===== config.mk =====
export PLATFORM = sky130hd
export DESIGN_NAME = instr_fetch_flat
export DESIGN_NICKNAME = d
export VERILOG_FILES = /design/src/rtl/instr_fetch_if.sv /design/src/rtl/instr_fetch.sv /design/src/flat_wrapper.sv
export SDC_FILE = /design/constraint.sdc
export NUM_CORES = 1
export LEC_CHECK = 0
export ABC_AREA = 1
export CAP_MARGIN = 5
export CORE_MARGIN = 5
export CORE_UTILIZATION = 35
export CTS_BUF_LIST = sky130_fd_sc_hd__clkbuf_4 sky130_fd_sc_hd__clkbuf_8
export CTS_CLUSTER_SIZE = 12
export DETAILED_ROUTE_END_ITERATION = 8
export GPL_TIMING_DRIVEN = 0
export PLACE_DENSITY = 0.57
export SYNTH_ARGS = -nofsm -noshare
export SYNTH_HDL_FRONTEND = slang
export SYNTH_SLANG_ARGS = --single-unit

===== constraint.sdc =====
create_clock -name clk -period 3.7 [get_ports clk]
set_input_delay 0.74 -clock clk [delete_from_list [all_inputs] [get_ports clk]]
set_output_delay 0.74 -clock clk [all_outputs]
set_load 0.01 [all_outputs]

===== src/rtl/instr_fetch_if.sv =====
`default_nettype none
// ============================================================================
//  Module      : instr_fetch_if
//  Description : Fetch-stage bus bundle. Carries the instruction-memory
//                req/ack read channel and the valid/ready channel to decode.
//                The master side is the fetch stage.
//  Revision    : 1.0  initial release
// ============================================================================
interface instr_fetch_if;
    // Instruction-memory read channel
    logic        imem_req;
    logic [31:0] imem_addr;
    logic        imem_ack;
    logic [31:0] imem_rdata;
    // Fetch-queue head toward decode
    logic        if_valid;
    logic [31:0] if_pc;
    logic [31:0] if_instr;
    logic        id_ready;

    modport master (
        output imem_req, imem_addr, if_valid, if_pc, if_instr,
        input  imem_ack, imem_rdata, id_ready
    );

    modport slave (
        input  imem_req, imem_addr, if_valid, if_pc, if_instr,
        output imem_ack, imem_rdata, id_ready
    );
endinterface
`default_nettype wire


===== src/rtl/instr_fetch.sv =====
`default_nettype none
// ============================================================================
//  Module      : instr_fetch
//  Description : Instruction-fetch stage. Issues one word read at a time for
//                the current PC, queues returned {pc, instr} pairs toward
//                decode, advances the PC once per accepted fetch, discards
//                responses made stale by a branch flush and latches a sticky
//                fault if memory stops answering.
//  Revision    : 1.0  initial release
// ============================================================================
module instr_fetch #(
    parameter int DEPTH   = 2,
    parameter int TIMEOUT = 64
) (
    input  wire logic        clk,
    input  wire logic        reset,
    input  wire logic [31:0] pc_in,
    input  wire logic        flush,
    output logic             pc_write_en,
    output logic             fetch_fault,
    instr_fetch_if.master    bus
);

    localparam int c_PTR_W = $clog2(DEPTH);
    localparam int c_CNT_W = $clog2(DEPTH + 1);
    localparam int c_WD_W  = $clog2(TIMEOUT + 1);

    localparam logic [c_CNT_W-1:0] c_FULL    = c_CNT_W'(DEPTH);
    localparam logic [c_WD_W-1:0]  c_WD_LAST = c_WD_W'(TIMEOUT - 1);

    localparam logic [1:0] c_ST_IDLE  = 2'd0;
    localparam logic [1:0] c_ST_REQ   = 2'd1;
    localparam logic [1:0] c_ST_DROP  = 2'd2;
    localparam logic [1:0] c_ST_FAULT = 2'd3;

    logic [1:0]         r_state;
    logic               r_req;
    logic [31:0]        r_addr;
    logic               r_fault;
    logic [c_WD_W-1:0]  r_wdog;

    logic [31:0]        r_mem_pc    [DEPTH];
    logic [31:0]        r_mem_instr [DEPTH];
    logic [c_PTR_W-1:0] r_wr_ptr;
    logic [c_PTR_W-1:0] r_rd_ptr;
    logic [c_CNT_W-1:0] r_count;

    logic w_ack_in_req;
    logic w_push;
    logic w_pop;
    logic w_flush_q;

    // Only an ack for a live request counts; a flush on the same cycle voids it.
    assign w_ack_in_req = (r_state == c_ST_REQ) & bus.imem_ack;
    assign w_push       = w_ack_in_req & ~flush;
    assign w_pop        = (r_count != '0) & bus.id_ready;
    assign w_flush_q    = flush & (r_state != c_ST_FAULT);

    assign pc_write_en  = reset & (flush | w_ack_in_req);

    assign bus.imem_req  = r_req;
    assign bus.imem_addr = r_addr;
    assign bus.if_valid  = (r_count != '0);
    assign bus.if_pc     = r_mem_pc[r_rd_ptr];
    assign bus.if_instr  = r_mem_instr[r_rd_ptr];
    assign fetch_fault   = r_fault;

    // Request FSM with watchdog; DROP waits out a request orphaned by a flush.
    always_ff @(posedge clk) begin
        if (!reset) begin
            r_state <= c_ST_IDLE;
            r_req   <= 1'b0;
            r_addr  <= '0;
            r_fault <= 1'b0;
            r_wdog  <= '0;
        end else begin
            case (r_state)
                c_ST_IDLE: begin
                    r_wdog <= '0;
                    if (!flush && (r_count < c_FULL)) begin
                        r_addr  <= pc_in;
                        r_req   <= 1'b1;
                        r_state <= c_ST_REQ;
                    end
                end
                c_ST_REQ, c_ST_DROP: begin
                    if (bus.imem_ack) begin
                        r_req   <= 1'b0;
                        r_wdog  <= '0;
                        r_state <= c_ST_IDLE;
                    end else if (r_wdog == c_WD_LAST) begin
                        r_req   <= 1'b0;
                        r_fault <= 1'b1;
                        r_wdog  <= '0;
                        r_state <= c_ST_FAULT;
                    end else begin
                        r_wdog <= r_wdog + 1'b1;
                        if (flush) begin
                            r_state <= c_ST_DROP;
                        end
                    end
                end
                c_ST_FAULT: begin
                    r_req <= 1'b0;
                end
                default: begin
                    r_req   <= 1'b0;
                    r_state <= c_ST_IDLE;
                end
            endcase
        end
    end

    // Fetch queue: circular buffer; a flush empties it and wins over a pop.
    always_ff @(posedge clk) begin
        if (!reset) begin
            r_wr_ptr <= '0;
            r_rd_ptr <= '0;
            r_count  <= '0;
            for (int i = 0; i < DEPTH; i++) begin
                r_mem_pc[i]    <= '0;
                r_mem_instr[i] <= '0;
            end
        end else if (w_flush_q) begin
            r_wr_ptr <= '0;
            r_rd_ptr <= '0;
            r_count  <= '0;
        end else begin
            if (w_push) begin
                r_mem_pc[r_wr_ptr]    <= r_addr;
                r_mem_instr[r_wr_ptr] <= bus.imem_rdata;
                r_wr_ptr              <= r_wr_ptr + 1'b1;
            end
            if (w_pop) begin
                r_rd_ptr <= r_rd_ptr + 1'b1;
            end
            if (w_push && !w_pop) begin
                r_count <= r_count + 1'b1;
            end else if (w_pop && !w_push) begin
                r_count <= r_count - 1'b1;
            end
        end
    end

endmodule
`default_nettype wire


===== src/flat_wrapper.sv =====
// flat-port wrapper written by rule: the top's interface ports become plain ports
module instr_fetch_flat 
#(
    parameter int DEPTH   = 2,
    parameter int TIMEOUT = 64
)
  (clk, reset, pc_in, flush, pc_write_en, fetch_fault, bus_imem_req, bus_imem_addr, bus_if_valid, bus_if_pc, bus_if_instr, bus_imem_ack, bus_imem_rdata, bus_id_ready);
  instr_fetch_if bus_i ();
  input  wire logic clk;
  input  wire logic reset;
  input  wire logic [31:0] pc_in;
  input  wire logic flush;
  output logic pc_write_en;
  output logic fetch_fault;
  output wire logic [$bits(bus_i.imem_req)-1:0] bus_imem_req;
  output wire logic [$bits(bus_i.imem_addr)-1:0] bus_imem_addr;
  output wire logic [$bits(bus_i.if_valid)-1:0] bus_if_valid;
  output wire logic [$bits(bus_i.if_pc)-1:0] bus_if_pc;
  output wire logic [$bits(bus_i.if_instr)-1:0] bus_if_instr;
  input wire logic [$bits(bus_i.imem_ack)-1:0] bus_imem_ack;
  input wire logic [$bits(bus_i.imem_rdata)-1:0] bus_imem_rdata;
  input wire logic [$bits(bus_i.id_ready)-1:0] bus_id_ready;
  assign bus_imem_req = bus_i.imem_req;
  assign bus_imem_addr = bus_i.imem_addr;
  assign bus_if_valid = bus_i.if_valid;
  assign bus_if_pc = bus_i.if_pc;
  assign bus_if_instr = bus_i.if_instr;
  assign bus_i.imem_ack = bus_imem_ack;
  assign bus_i.imem_rdata = bus_imem_rdata;
  assign bus_i.id_ready = bus_id_ready;
  instr_fetch #(.DEPTH(DEPTH), .TIMEOUT(TIMEOUT)) u_core (.clk(clk), .reset(reset), .pc_in(pc_in), .flush(flush), .pc_write_en(pc_write_en), .fetch_fault(fetch_fault), .bus(bus_i));
endmodule

==> results of run 1 <==
[cell usage after synthesis]
cell type,count
o22ai_1,1
ha_1,7
buf_1,3
inv_2,2
nand2_4,1
or2_2,1
and2_1,1
nor2_1,84
buf_6,11
a21oi_1,42
inv_1,74
nor2_4,2
edfxtp_1,128
xor2_1,4
nand4_1,1
nor3_1,1
o21a_1,2
nand2_1,24
buf_2,12
buf_4,1
xnor2_1,1
nand3_2,1
nand3_1,6
clkbuf_1,4
o21ai_0,36
mux2_2,64
nor2_2,60
nand3b_1,1
dfxtp_1,48
[critical path: cells and delay by family (launching register included)]
kind                   cells  cell delay [ns]
multiplexers               1             0.38
flip-flops                 1             0.31
buffers and inverters      3             1.22
[metrics by stage]
stage / TNS (ns) / area (sq um)
floorplan: 0 / 7460
finish: 0 / 9970
global route: 0 / 9970
detailed placement: 0 / 9540
CTS: 0 / 9970
global placement: -129.40 / 9470
[registers in the layout, indices dropped and copies added, names as in the netlist, named ones only]
signal                count
u_core.bus.imem_addr     32
u_core.r_mem_pc          64
u_core.r_wr_ptr           1
u_core.r_mem_instr       64
u_core.r_rd_ptr           1
u_core.r_count            2
u_core.fetch_fault        1
u_core.r_state            2
u_core.r_wdog             7
u_core.bus.imem_req       1
[final cells by class]
cell class	count	area, sq um	area share, %
buffer	31	218	2.18
clock buffer	23	304	3.05
clock inverter	9	131	1.32
inverter	76	285	2.86
multi-input combinational	340	2160	21.7
sequential	176	4800	48.2
tap	275	344	3.45
timing repair buffer	169	1720	17.2
[routing by layer]
| metal | routed length, microns | up-vias | GRT usage, % | part of all wire [%] |
|---|---|---|---|---|
| met5 | 0 | - | 0 | 0 |
| met4 | 344 | 0 | 4.63 | 1.9 |
| met3 | 1110 | 19 | 4.22 | 6.0 |
| met2 | 8630 | 155 | 24.4 | 47 |
| met1 | 8340 | 2437 | 20.2 | 45 |
| li1 | - | 2450 | - | - |
[path summary, 6_finish.rpt]
path	from	to	slack (ns)	depth (start not counted)
worst min-delay path	u_core.r_wdog[6]	u_core.r_wdog[6]	0.49	2
worst min register to register	u_core.r_wdog[6]	u_core.r_wdog[6]	0.49	2
worst max-delay path	flip-flop	bus_if_pc[17]	0.60	4
worst max register to register	u_core.r_state[1]	u_core.r_mem_instr[1][10]	1.35	9
[power groups by stage]
stage	clock network, mW	registers [mW]	logic (mW)
finish	1.42	2.43	1.25
global route	1.56	2.45	1.37
detailed placement	0	2.47	1.27
global placement	0	2.48	1.24
CTS	1.46	2.43	1.28
floorplan	0	2.51	0.566
[logic make-up (layout without fill, tap and decap cells)]
family / count (synthesis) / in the layout
buffers and inverters: 107 / 308
flip-flops: 176 / 176
adder cells (fa/ha/maj): 7 / 7
AND/OR/NAND/NOR: 183 / 183
XOR/XNOR: 5 / 5
AO/OA/AOI/OAI: 81 / 81
multiplexers: 64 / 64
==> metrics.cfg, run 1 <==
[clock_tree]
clock_path_buffers=2
cts_tree=yes
clk_pin_slew_ns=0.08
cts_buffers=17
h-tree-depth=4
cts_hold_buf=0
clk_latency_ns=0.45
cts_setup_buffers=0
cts.sinks=176
post_cts_resized=0
cts-root-buf=clkbuf_8

[timing]
hold_violations=0
holdWs_ns=0.488
report.final.setup_viol=0
tightest_slew_ns=0.665
finalClockSkew_ns=0.0112
min_period_ns=3.10
slew_violations=0
fin_crit_sh_pct=83.7
fmax_ghz=0.323
fin_ws_ns=0.605
rsz0062_at_grt=no
slew-limit-headroom_pct=55.7

[route]
post-route-drc-count=0
via_per_inst=4.61
drt_wl_total_microns=18400
via_count=5061
ant_nets=0
post_drt_wl_per_cell_microns=16.8
first_iter_violations=234
drt_pre_antenna_iters=4

[cells_and_area]
fillerInstances=1866
fin_nets=887
fin_cells=1099
diodes=0
syn2layout_area_growth_pct=33.7
final_cell_mix=clkdlybuf4s50_1, edfxtp_1, nor2_1
final_util_pct=47.4
drive_gt1_share_pct=23.1
layout_commonest_cell=clkdlybuf4s50_1

[worst_setup_path]
worst_ep_required_time_ns=2.96
critical_path_class=flip-flop to output pin
cpMostUsedCell=buf_2
cp_slowest_cell=clkdlybuf4s50_1
endpoint_kind=output pin
arrival_ns=2.36
startpoint_type=flip-flop
path_cells=buf_2 -> buf_2 -> mux2_2 -> clkdlybuf4s50_1
worstPathMaxFanout=10
max_stage_delay_ns=0.54

[yosys]
syn_nets=699
synth_warnings=0
syn_inst=623
synth_fa_ha_area_share_pct=1.17
syn_area_per_cell_sq_um=12.0
synth_compound_area_share_pct=5.52
synth_area_leaders=edfxtp_1, dfxtp_1, mux2_2, nor2_2, nor2_1
synth_cell_types=29
synth_top_family_by_area=simple AND/OR/NAND/NOR gates
synth-simple-area-share_pct=11.9
yosys.area.top_type=edfxtp_1
synth_xor_area_share_pct=0.587
syn_area_sq_mm=0.00746
synth.area.mux_share_pct=9.66
ys_ff_latch=176
yosysTopAreaCellShare_pct=51.5
synth_seq_area_share_pct=64.4

[global_route]
grt_start_max_net_pins=53
gr-total-overflow=0
antenna_found_initial=0
grt_util_all_layers_pct=15.2
grt_pass1_vias=5272
grt_pass1_wl_microns=28400

[floorplanning]
die_x_microns=156
die-height_microns=156
start_util_pct=35.5
row_count=53
core_area_sq_mm=0.0210
dieArea_sq_mm=0.0243
ioPinCount=169

[run_status]
status=finished clean

[power_and_ir_drop]
p_leak_nw=3.75
seqPwrFrac_pct=47.6
ir_drop_v=0.000206
pwr_density_cell_mw_per_mm2=511
total_power_mw=5.10
clockPowerShare_pct=27.8
comb_power_share_pct=24.6
power.internal_mw=3.67
p_switching_mw=1.42
switching_share_pct=27.9

[worst_hold_path]
hp-class=flip-flop to flip-flop

[placement]
pre_cts_slack_ns=0.624
gp_congestion=0.734
portBuffers=167
dpl.hpwl_microns=13000
dp.cells=1067

[flow_run]
maxCapViolCount=0

Note: power is estimated with default switching activity, not from simulation.
==> run 2, diff against run 1 <==
==> constraint.sdc (replaced) <==
create_clock -name clk -period 3.16 [get_ports clk]
set_input_delay 0.632 -clock clk [delete_from_list [all_inputs] [get_ports clk]]
set_output_delay 0.632 -clock clk [all_outputs]
set_load 0.01 [all_outputs]
==> results of run 2 <==
The final DEF is identical to that of run 1. Status: finished clean.
Among the figures that moved: setup slack after placement 0.624 ns -> 0.192 ns; setup slack after layout 0.605 ns -> 0.173 ns; register-to-register setup slack 1.35 ns -> 0.81 ns; total power 5.10 mW -> 5.97 mW; worst IR drop on VDD 0.000206 V -> 0.000241 V
==> run 3, diff against run 2 <==
--- a/config.mk
+++ b/config.mk
@@ -9,7 +9,7 @@
 export CAP_MARGIN = 5
 export CORE_MARGIN = 5
 export CORE_UTILIZATION = 35
-export CTS_BUF_LIST = sky130_fd_sc_hd__clkbuf_4 sky130_fd_sc_hd__clkbuf_8
+export CTS_BUF_LIST = sky130_fd_sc_hd__clkbuf_8
 export CTS_CLUSTER_SIZE = 12
 export DETAILED_ROUTE_END_ITERATION = 8
 export GPL_TIMING_DRIVEN = 0
==> constraint.sdc (replaced) <==
create_clock -name clk -period 3.3 [get_ports clk]
set_input_delay 0.66 -clock clk [delete_from_list [all_inputs] [get_ports clk]]
set_output_delay 0.66 -clock clk [all_outputs]
set_load 0.01 [all_outputs]
==> run 3 against run 2 <==
- first-iteration DRC count decreased by 4.3%
- cell area about the same
- clock-buffer cell count decreased by 2
- non-clock buffer count unchanged
- die area unchanged
- sequential cell count unchanged
- sequential share of layout area about the same
- combinational power decreased by 5%
- critical endpoint unchanged
==> metrics.cfg, run 3 (synthesis results as in run 1) <==
[placement]
dp.cells=1067
dpl.hpwl_microns=13000
pre_cts_slack_ns=0.304
portBuffers=167
gp_congestion=0.734

[worst_hold_path]
hp-class=flip-flop to flip-flop
hold_depth=2

[timing]
fmax_ghz=0.333
slew_violations=0
fin_crit_sh_pct=91.0
rsz0062_at_grt=no
hold_violations=0
min_period_ns=3.00
finalClockSkew_ns=0.0106
report.final.setup_viol=0
fin_ws_ns=0.296
tightest_slew_ns=0.664
slew-limit-headroom_pct=55.7

[power_and_ir_drop]
pwr_density_cell_mw_per_mm2=572
ir_drop_v=0.000231
clockPowerShare_pct=27.6
p_switching_mw=1.60
seqPwrFrac_pct=47.8
switching_share_pct=28.1
power.internal_mw=4.10
p_leak_nw=3.75
comb_power_share_pct=24.6

[floorplanning]
core_area_sq_mm=0.0210
dieArea_sq_mm=0.0243
ioPinCount=169
row_count=53
die-height_microns=156
die_x_microns=156
start_util_pct=35.5

[cells_and_area]
layout_commonest_cell=clkdlybuf4s50_1
fin_nets=887
diodes=0
final_cell_mix=clkdlybuf4s50_1, edfxtp_1, nor2_1
syn2layout_area_growth_pct=33.6
drive_gt1_share_pct=22.8
fin_cells=1099

[clock_tree]
cts_hold_buf=0
clk_pin_slew_ns=0.08
cts.sinks=176
clk_latency_ns=0.45
cts_setup_buffers=0
post_cts_resized=0
clock_path_buffers=2
cts_buffers=17
h-tree-depth=4
cts-root-buf=clkbuf_8
cts_tree=yes

[worst_setup_path]
endpoint_kind=output pin
rrSetupSlack_ns=0.95
r2r_cells=9
max_stage_delay_ns=0.54
critical_path_class=flip-flop to output pin
path_cells=buf_2 -> buf_2 -> mux2_2 -> clkdlybuf4s50_1
worst_ep_required_time_ns=2.64
startpoint_type=flip-flop
cp_slowest_cell=clkdlybuf4s50_1
cpMostUsedCell=buf_2
worstPathMaxFanout=10
arrival_ns=2.34

[global_route]
grt_start_max_net_pins=53
gr-total-overflow=0
grt_pass1_vias=5278
grt_pass1_wl_microns=28500
grt_util_all_layers_pct=15.2
antenna_found_initial=0

[flow_run]
maxCapViolCount=0

[route]
post_drt_wl_per_cell_microns=16.7
via_per_inst=4.61
drt_wl_total_microns=18400
post-route-drc-count=0
drt_pre_antenna_iters=4
via_count=5064
ant_nets=0
first_iter_violations=224

[run_status]
status=finished clean

-- run 3: cell types whose count changed in the layout (fill, tap and decap cells not counted) --
| cell | change |
|---|---|
| inv_1 | +2 |
| clkbuf_4 | -2 |
-- run 3: per-layer routing --
metal / wire length (microns) / part of all wire [%] / track usage [%]
met5: 0 / 0 / 0
met1: 8270 / 45 / 20.2
met4: 344 / 1.9 / 4.63
met2: 8630 / 47 / 24.4
met3: 1170 / 6.3 / 4.22
-- run 3: per-stage QoR --
stage                     TNS, ns  power [mW]  hold WS, ns  instance area (sq um)  utilization [%]
after global placement    -170.36        4.17        0.441                   9470             45.1
final                           0        5.70        0.488                   9960             47.4
after CTS                       0        5.77        0.474                   9960             47.4
after detailed placement        0        4.19        0.459                   9540             45.4
after global routing            0        6.01        0.497                   9960             47.4
after floorplan                 0        3.45        0.426                   7460                -
-- run 3: final cells by class --
class                           instances  area, sq um
Fill cell                            1865        11100
Tap cell                              275          344
Clock inverter                         11          139
Multi-Input combinational cell        340         2160
Buffer                                 31          218
Clock buffer                           21          289
Timing Repair Buffer                  169         1720
Sequential cell                       176         4800
Inverter                               76          285
-- run 3: path summary, 6_finish.rpt --
check,startpoint,end
setup / recovery,flip-flop,bus_if_pc[17]
hold / removal,u_core.r_wdog[6],u_core.r_wdog[6]
setup reg to reg,u_core.r_state[1],u_core.r_mem_instr[1][10]
hold reg to reg,u_core.r_wdog[6],u_core.r_wdog[6]
-- run 3: power groups by stage --
stage                     clock network (mW)  registers (mW)  logic [mW]
final                                   1.57            2.72        1.40
after global placement                     0            2.78        1.39
after floorplan                            0            2.82       0.635
after CTS                               1.61            2.72        1.43
after detailed placement                   0            2.77        1.42
after global routing                    1.72            2.75        1.54
-- run 3: worst max-delay path, delay by kind of cell (launching register included) --
| kind | cells | cell delay [ns] |
|---|---|---|
| mux | 1 | 0.38 |
| buf+inv | 3 | 1.21 |
| flops | 1 | 0.31 |
